==> config.mk <==
export PLATFORM = sky130hd
export DESIGN_NAME = bin_act_packer
export DESIGN_NICKNAME = d
export VERILOG_FILES = /design/src/rtl/bin_act_packer.sv
export SDC_FILE = /design/constraint.sdc
export NUM_CORES = 1
export LEC_CHECK = 0
export BUFFER_PORTS_ARGS = -buffer_cell sky130_fd_sc_hd__buf_2
export CORE_ASPECT_RATIO = 0.5
export CORE_MARGIN = 3
export CORE_UTILIZATION = 50
export DETAILED_ROUTE_END_ITERATION = 10
export MAX_ROUTING_LAYER = met4
export PLACE_DENSITY = 0.7
export SYNTH_ARGS = -nofsm -noshare
export SYNTH_HDL_FRONTEND = slang
export SYNTH_SLANG_ARGS = --single-unit
==> constraint.sdc <==
create_clock -name clk -period 4 [get_ports clk]
set_clock_uncertainty 0.1 [all_clocks]
set_input_delay 0.2 -clock clk [delete_from_list [all_inputs] [get_ports clk]]
set_output_delay 0.2 -clock clk [all_outputs]
set_load 0.02 [all_outputs]
==> src/rtl/bin_act_packer.sv <==
// Packs NP-bit activation beats into PW-bit words and buffers them in a small FIFO.
// Words are dropped (sticky overflow) when the FIFO is full, since the input cannot stall.
module bin_act_packer #(
  parameter int NP         = 8,
  parameter int PW         = 8,
  parameter int N_NEURONS  = 64,
  parameter int FIFO_DEPTH = 4
) (
  input  logic                            clk,
  input  logic                            rst,
  input  logic                            in_valid,
  input  logic [NP-1:0]                   in_y,
  output logic                            out_valid,
  input  logic                            out_ready,
  output logic [PW-1:0]                   out_data,
  output logic                            out_last,
  output logic                            overflow,
  output logic [$clog2(FIFO_DEPTH+1)-1:0] fill_level
);

  localparam int BEATS = PW / NP;
  localparam int BCW   = (BEATS > 1) ? $clog2(BEATS) : 1;
  localparam int NCW   = $clog2(N_NEURONS + 1);
  localparam int AW    = $clog2(FIFO_DEPTH);
  localparam int CW    = $clog2(FIFO_DEPTH + 1);

  typedef struct packed {
    logic          last;
    logic [PW-1:0] data;
  } entry_t;

  logic [PW-1:0]  asm_q, asm_d;
  logic [BCW-1:0] beat_cnt_q, beat_cnt_d;
  logic [NCW-1:0] neuron_cnt_q, neuron_cnt_d;
  logic [AW-1:0]  rd_ptr_q, rd_ptr_d;
  logic [AW-1:0]  wr_ptr_q, wr_ptr_d;
  logic [CW-1:0]  count_q, count_d;
  logic           overflow_q, overflow_d;
  entry_t         mem_q [FIFO_DEPTH];
  entry_t         mem_d [FIFO_DEPTH];

  logic [PW-1:0]  merged;
  logic           word_done;
  logic           word_last;
  logic           pop;
  logic           push_ok;

  always_comb begin
    merged = asm_q;
    for (int b = 0; b < BEATS; b++) begin
      if (beat_cnt_q == BCW'(b)) begin
        merged[b*NP +: NP] = in_y;
      end
    end

    word_done = in_valid && (beat_cnt_q == BCW'(BEATS - 1));
    word_last = (neuron_cnt_q + NCW'(NP)) == NCW'(N_NEURONS);
    pop       = (count_q != '0) && out_ready;
    // A pop in the same cycle frees the slot, so a full FIFO can still take the push.
    push_ok   = word_done && ((count_q != CW'(FIFO_DEPTH)) || pop);

    asm_d        = asm_q;
    beat_cnt_d   = beat_cnt_q;
    neuron_cnt_d = neuron_cnt_q;
    rd_ptr_d     = rd_ptr_q;
    wr_ptr_d     = wr_ptr_q;
    count_d      = count_q;
    overflow_d   = overflow_q;
    mem_d        = mem_q;

    if (in_valid) begin
      neuron_cnt_d = word_last ? '0 : neuron_cnt_q + NCW'(NP);
      if (word_done) begin
        asm_d      = '0;
        beat_cnt_d = '0;
      end else begin
        asm_d      = merged;
        beat_cnt_d = beat_cnt_q + BCW'(1);
      end
    end

    if (push_ok) begin
      mem_d[wr_ptr_q] = '{last: word_last, data: merged};
      wr_ptr_d        = wr_ptr_q + AW'(1);
    end else if (word_done) begin
      overflow_d = 1'b1;
    end

    if (pop) begin
      rd_ptr_d = rd_ptr_q + AW'(1);
    end

    if (push_ok && !pop) begin
      count_d = count_q + CW'(1);
    end else if (!push_ok && pop) begin
      count_d = count_q - CW'(1);
    end
  end

  always_ff @(posedge clk) begin
    if (rst) begin
      asm_q        <= '0;
      beat_cnt_q   <= '0;
      neuron_cnt_q <= '0;
      rd_ptr_q     <= '0;
      wr_ptr_q     <= '0;
      count_q      <= '0;
      overflow_q   <= 1'b0;
    end else begin
      asm_q        <= asm_d;
      beat_cnt_q   <= beat_cnt_d;
      neuron_cnt_q <= neuron_cnt_d;
      rd_ptr_q     <= rd_ptr_d;
      wr_ptr_q     <= wr_ptr_d;
      count_q      <= count_d;
      overflow_q   <= overflow_d;
    end
  end

  // Storage needs no reset; the head is masked whenever the FIFO is empty.
  always_ff @(posedge clk) begin
    mem_q <= mem_d;
  end

  always_comb begin
    out_valid  = (count_q != '0);
    out_data   = out_valid ? mem_q[rd_ptr_q].data : '0;
    out_last   = out_valid ? mem_q[rd_ptr_q].last : 1'b0;
    overflow   = overflow_q;
    fill_level = count_q;
  end

endmodule

==> results.py, run 1 <==
metrics = {
    "sta": {
        "layout_min_cycle_time_ns": 2.61,
        "slew_headroom_pct": 51.0,
        "rsz0062_at_grt": "false",
        "setup_violations": 0,
        "hold_ws_ns": 0.0552,
        "max_clock_freq_ghz": 0.384,
        "drv_slew": 0,
        "finalCritPeriodShare_pct": 65.1,
        "worst_slew_pin_slew_ns": 0.734,
        "final_hold_viol_count": 0,
        "finalSetupTns_ns": 0,
    },
    "worst_setup_path": {
        "slowest_stage": "dfxtp_1",
        "worstSetupEndpointType": "flop",
        "critPathLaunchType": "flop",
        "worstPathRequired_ns": 4.17,
        "critPathMaxStageDelay_ns": 0.45,
        "crit_arrival_ns": 2.77,
        "path_class": "reg2reg",
        "path_cells": "nor2b_2 > nor2b_1 > ha_1 > inv_1 > fa_1 > xor2_1 > or3_1 > a21oi_1",
        "critical_path.max_fanout": 10,
    },
    "synth": {
        "yosys-top-cells-area": "edfxtp_1 45%, dfxtp_1 18%, mux4_2 8.5%",
        "yosysUniqueCellTypes": 32,
        "avgSynthCellArea_sq_um": 15.0,
        "synth_nets": 179,
        "synth-simple-area-share_pct": 12.1,
        "syn_area_sq_mm": 0.00239,
        "async_flop_share_pct": 0,
        "synth-compound-area-share_pct": 2.09,
        "yosys_warnings": 0,
        "muxShareOfSynthArea_pct": 14.1,
        "synth_edf_count": 36,
        "synth_ff_type": "edfxtp_1",
        "yosysSeqAreaShare_pct": 62.8,
        "synthXorXnorAreaFrac_pct": 2.56,
        "synth_commonest_cells": "36 x edfxtp_1, 21 x dfxtp_1, 12 x and2_1, 12 x nor2_1, 10 x nor2b_1",
        "syn_inst": 160,
        "yosys.area.top_type": "edfxtp_1",
        "yosys.area_share.adder_pct": 3.97,
        "synth_most_common_cell": "edfxtp_1",
        "synth_top_area_share_pct": 45.2,
        "synth_top_family_by_area": "multiplexers",
        "ys_ff_latch": 57,
    },
    "detailed_routing": {
        "routed_wl_mm": 4.00,
        "ant_nets": 0,
        "viasPerCell": 4.92,
        "remaining_drc_errors": 0,
        "avgRoutedWirePerCell_um": 15.3,
        "via_count": 1283,
        "dr.pass1.iters": 4,
        "first_iter_violations": 72,
    },
    "floorplan": {
        "start_util_pct": 53.1,
        "die-area_sq_mm": 0.00570,
        "die_w_um": 104,
        "rows": 17,
        "core-area_sq_mm": 0.00451,
        "io_pins": 26,
        "die_y_um": 54.9,
    },
    "clock_tree": {
        "cts_tree": "built",
        "numCtsBuffers": 9,
        "insertion_delay_ns": 0.33,
        "postCtsHoldBufs": 0,
        "clock_path_buffers": 2,
        "cts_sinks": 57,
        "htreeDepth": 3,
        "post_cts_buffers": 0,
        "path_clk_slew_ns": 0.06,
        "post_cts_resized": 0,
        "cts_root_buf": "clkbuf_8",
    },
    "global_route": {
        "grt_pass1_vias": 1300,
        "grt_overflow": 0,
        "grt_use_total_pct": 16.9,
        "grt_max_degree": 17,
        "antenna_found_initial": 0,
        "grt_pass1_wl_mm": 6.59,
    },
    "hold_path": {
        "hold_path_class": "in2reg",
    },
    "status": {
        "outcome": "finished, final reports clean",
    },
    "placement": {
        "dpl.hpwl_mm": 2.66,
        "gp_congestion": 0.706,
        "portBuffers": 25,
    },
    "cells_and_area": {
        "area_growth_pct": 16.4,
        "seq_area_sq_mm": 0.00150,
        "fill_cells": 340,
        "fin_nets": 209,
        "drive_gt1_share_pct": 31.3,
        "multi_input_area_sq_um": 835,
        "n_antenna_cell": 0,
    },
    "flow_run": {
        "maxCapViolations": 0,
    },
    "power_and_ir_drop": {
        "powerDensity_mw_per_mm2": 653,
        "peakVddDrop_v": 0.000263,
        "leakagePower_nw": 1.03,
    },
}
per-layer routing:
layer  up-vias  GRT usage [%]  share of wire (%)
met2        24           26.8                 48
met4         0           5.30               0.63
met3         4           8.34                5.1
li1        640              -                  -
met1       615           19.4                 46
met5         -              -                  0
final cells by class:
cell class                 instances  area share [%]
tap                               66            2.96
clock buffer                       9            4.45
inverter                           4           0.539
clock inverter                     7            3.41
multi-input combinational         92            30.0
timing repair buffer              26            4.76
sequential                        57            53.9
kinds of logic (layout without fill, tap and decap cells):
logic type / count (synthesis) / in the layout
AO/OA/AOI/OAI: 9 / 9
XOR/XNOR: 7 / 7
adder cells (fa/ha/maj): 7 / 7
buffers and inverters: 11 / 46
flip-flops: 57 / 57
multiplexers: 21 / 21
AND/OR/NAND/NOR: 48 / 48
where the power goes:
group / internal (mW) / switching (mW)
clock: 0.349 / 0.232
combinational: 0.219 / 0.264
sequential: 0.682 / 0.0728
total: 1.25 / 0.569
stage by stage:
step	total power, mW	setup WS [ns]	util [%]	cells	area, sq um
2_1_floorplan	1.11	1.73	-	160	2390
3_5_place_dp	1.26	1.41	56.9	245	2570
5_1_grt	1.93	1.13	61.8	261	2790
4_1_cts	1.84	1.38	61.8	261	2790
3_3_place_gp	1.25	1.52	56.9	245	2570
6_report	1.82	1.39	61.8	261	2790
state kept, by name, summed over array words and instances (netlist names):
register / count
mem_q: 36
asm_q: 8
neuron_cnt_q: 4
fill_level: 3
rd_ptr_q: 2
wr_ptr_q: 2
beat_cnt_q: 1
overflow: 1
cell usage in the layout (no fill, tap or decap), types with 2 or more instances in the layout:
master,n
mux4_2,9
o21ai_0,3
ha_1,6
inv_1,4
or3_1,2
buf_2,25
mux2_2,8
edfxtp_1,36
dfxtp_1,21
nand2b_1,3
mux2i_1,3
clkinvlp_4,3
bufinv_16,2
a21oi_1,4
xor2_1,6
nand2_1,2
nor2_1,12
clkbuf_8,9
and2_1,12
nor2b_1,10
worst max-delay path, delay by kind of cell (launching register included):
family	cells	cell delay (ns)
flip-flops	1	0.45
XOR/XNOR	1	0.18
AO/OA/AOI/OAI	1	0.13
AND/OR/NAND/NOR	3	0.95
adder cells (fa/ha/maj)	2	0.67
buffers and inverters	1	0.07
path summary, 6_finish.rpt:
check	from	to	slack (ns)	cells after the start
setup / recovery	beat_cnt_q	fill_level[2]	1.39	8
setup reg to reg	beat_cnt_q	fill_level[2]	1.39	8
hold reg to reg	asm_q[4]	asm_q[4]	0.36	1
hold / removal	in_valid	beat_cnt_q	0.06	2
(Power assumes the default switching activity.)
==> run 2, diff against run 1 <==
- PLACE_DENSITY: 0.7 -> 0.72
- clock period: 4 -> 2.2 ns (I/O delays scaled with it)
==> run 2 against run 1 <==
Effect of this change:
- largest power group unchanged
- critical path type unchanged
- maximum frequency is 22% higher
- first-iteration DRC count is 46% lower
- critical path depth stayed put
- cell area is 2.6% higher
==> results.py, run 2 (synthesis gave the netlist of run 1 again) <==
metrics = {
    "status": {
        "outcome": "finished, final reports clean",
    },
    "worst_setup_path": {
        "critical_path.max_fanout": 3,
        "worstSetupEndpointType": "flop",
        "critPathLaunchType": "flop",
        "path_delay_family": "simple AND/OR/NAND/NOR gates",
        "critPathMaxStageDelay_ns": 0.39,
        "path_class": "reg2reg",
        "cp_num_buf_inv": 1,
        "path_cells": "nor2b_2 > nor2b_4 > ha_2 > inv_1 > fa_1 > xor2_1 > or3_1 > a21oi_1",
        "slowest_stage": "fa_1",
        "worstPathRequired_ns": 2.35,
        "crit_arrival_ns": 2.28,
    },
    "clock_tree": {
        "insertion_delay_ns": 0.33,
        "clock_path_buffers": 2,
        "cts_tree": "built",
        "cts_root_buf": "clkbuf_8",
        "path_clk_slew_ns": 0.07,
        "htreeDepth": 3,
        "cts_sinks": 57,
        "numCtsBuffers": 9,
    },
    "power_and_ir_drop": {
        "leakagePower_nw": 1.08,
        "peakVddDrop_v": 0.000614,
        "p_total_mw": 3.38,
        "powerDensity_mw_per_mm2": 1180,
    },
    "floorplan": {
        "start_util_pct": 53.1,
        "die_y_um": 54.9,
        "die-area_sq_mm": 0.00570,
        "io_pins": 26,
        "core-area_sq_mm": 0.00451,
        "rows": 17,
        "die_w_um": 104,
    },
    "placement": {
        "place_area_sq_mm": 0.00261,
        "dpl_worst_slack_ns": 0.0362,
        "portBuffers": 25,
        "dpl.hpwl_mm": 2.75,
        "gp_congestion": 0.698,
    },
    "sta": {
        "slew_headroom_pct": 55.6,
        "final_hold_viol_count": 0,
        "layout_min_cycle_time_ns": 2.14,
        "setup_violations": 0,
        "finalSetupTns_ns": 0,
        "max_clock_freq_ghz": 0.468,
        "worst_slew_pin_slew_ns": 0.664,
        "finalCritPeriodShare_pct": 97.1,
        "hold_ws_ns": 0.0212,
        "final.setup.worst_slack_ns": 0.0645,
        "drv_slew": 0,
    },
    "global_route": {
        "grt_max_degree": 17,
        "grt_pass1_wl_mm": 6.67,
        "antenna_found_initial": 0,
        "grt_overflow": 0,
        "grt_pass1_vias": 1364,
        "grt_use_total_pct": 17.1,
    },
    "cells_and_area": {
        "largest_reg_flops": 36,
        "fin_area_sq_mm": 0.00286,
        "top_regs": "mem_q: 36 flops, asm_q: 8 flops, neuron_cnt_q: 4 flops",
        "drive_gt1_share_pct": 35.3,
        "fill_cells": 343,
        "fin_nets": 215,
        "layout_commonest_cell": "edfxtp_1",
        "n_antenna_cell": 0,
        "area_growth_pct": 19.4,
        "mostFrequentLayoutCells": "36 x edfxtp_1, 25 x buf_2, 18 x dfxtp_1",
        "top_register": "mem_q",
    },
    "flow_run": {
        "maxCapViolations": 0,
    },
    "detailed_routing": {
        "remaining_drc_errors": 0,
        "via_count": 1345,
        "ant_nets": 0,
        "first_iter_violations": 39,
        "viasPerCell": 5.04,
        "dr.pass1.iters": 6,
        "routed_wl_mm": 4.17,
        "avgRoutedWirePerCell_um": 15.6,
    },
    "hold_path": {
        "hold_path_class": "in2reg",
    },
}
[run 2: repair_timing]
| item | 4_1_cts | 5_1_grt |
|---|---|---|
| hold buffers | 1 | 0 |
| gates resized for setup | 0 | 8 |
| endpoints found under the setup margin | 0 | 1 |
| endpoints found under the hold margin | 1 | 0 |
| buffers inserted | 0 | 0 |
[run 2: stage by stage]
step,instances,utilization [%]
floorplan,160,-
global placement,250,57.8
detailed placement,250,57.8
CTS,267,62.7
global route,267,63.3
finish,267,63.3
[run 2: routing by layer]
| layer | wire, um | track usage [%] | vias up | share of wire [%] |
|---|---|---|---|---|
| li1 | - | - | 651 | - |
| met1 | 1830 | 19.4 | 655 | 44 |
| met2 | 2010 | 27.4 | 28 | 48 |
| met3 | 239 | 7.30 | 11 | 5.7 |
| met4 | 88 | 7.73 | 0 | 2.1 |
| met5 | 0 | - | - | 0 |
[run 2: final timing paths]
check / from / endpoint / slack, ns / cells past startpoint
worst max register to register: beat_cnt_q / fill_level[2] / 0.06 / 8
worst min register to register: asm_q[5] / asm_q[5] / 0.36 / 1
worst min-delay path: rst / overflow / 0.02 / 2
worst max-delay path: beat_cnt_q / fill_level[2] / 0.06 / 8
[run 2: area by class of cell]
class                           instances  area, sq um  area share [%]
Clock buffer                           10          128            4.47
Sequential cell                        57         1510            52.9
Tap cell                               66         82.6            2.89
Inverter                                4         15.0           0.526
Timing Repair Buffer                   32          180            6.31
Clock inverter                          6         82.6            2.89
Multi-Input combinational cell         92          858            30.0
[run 2: power by group]
group / internal (mW) / switching (mW) / total, mW
sequential: 1.25 / 0.106 / 1.36
clock: 0.631 / 0.405 / 1.04
combinational: 0.440 / 0.542 / 0.981
total: 2.32 / 1.05 / 3.38
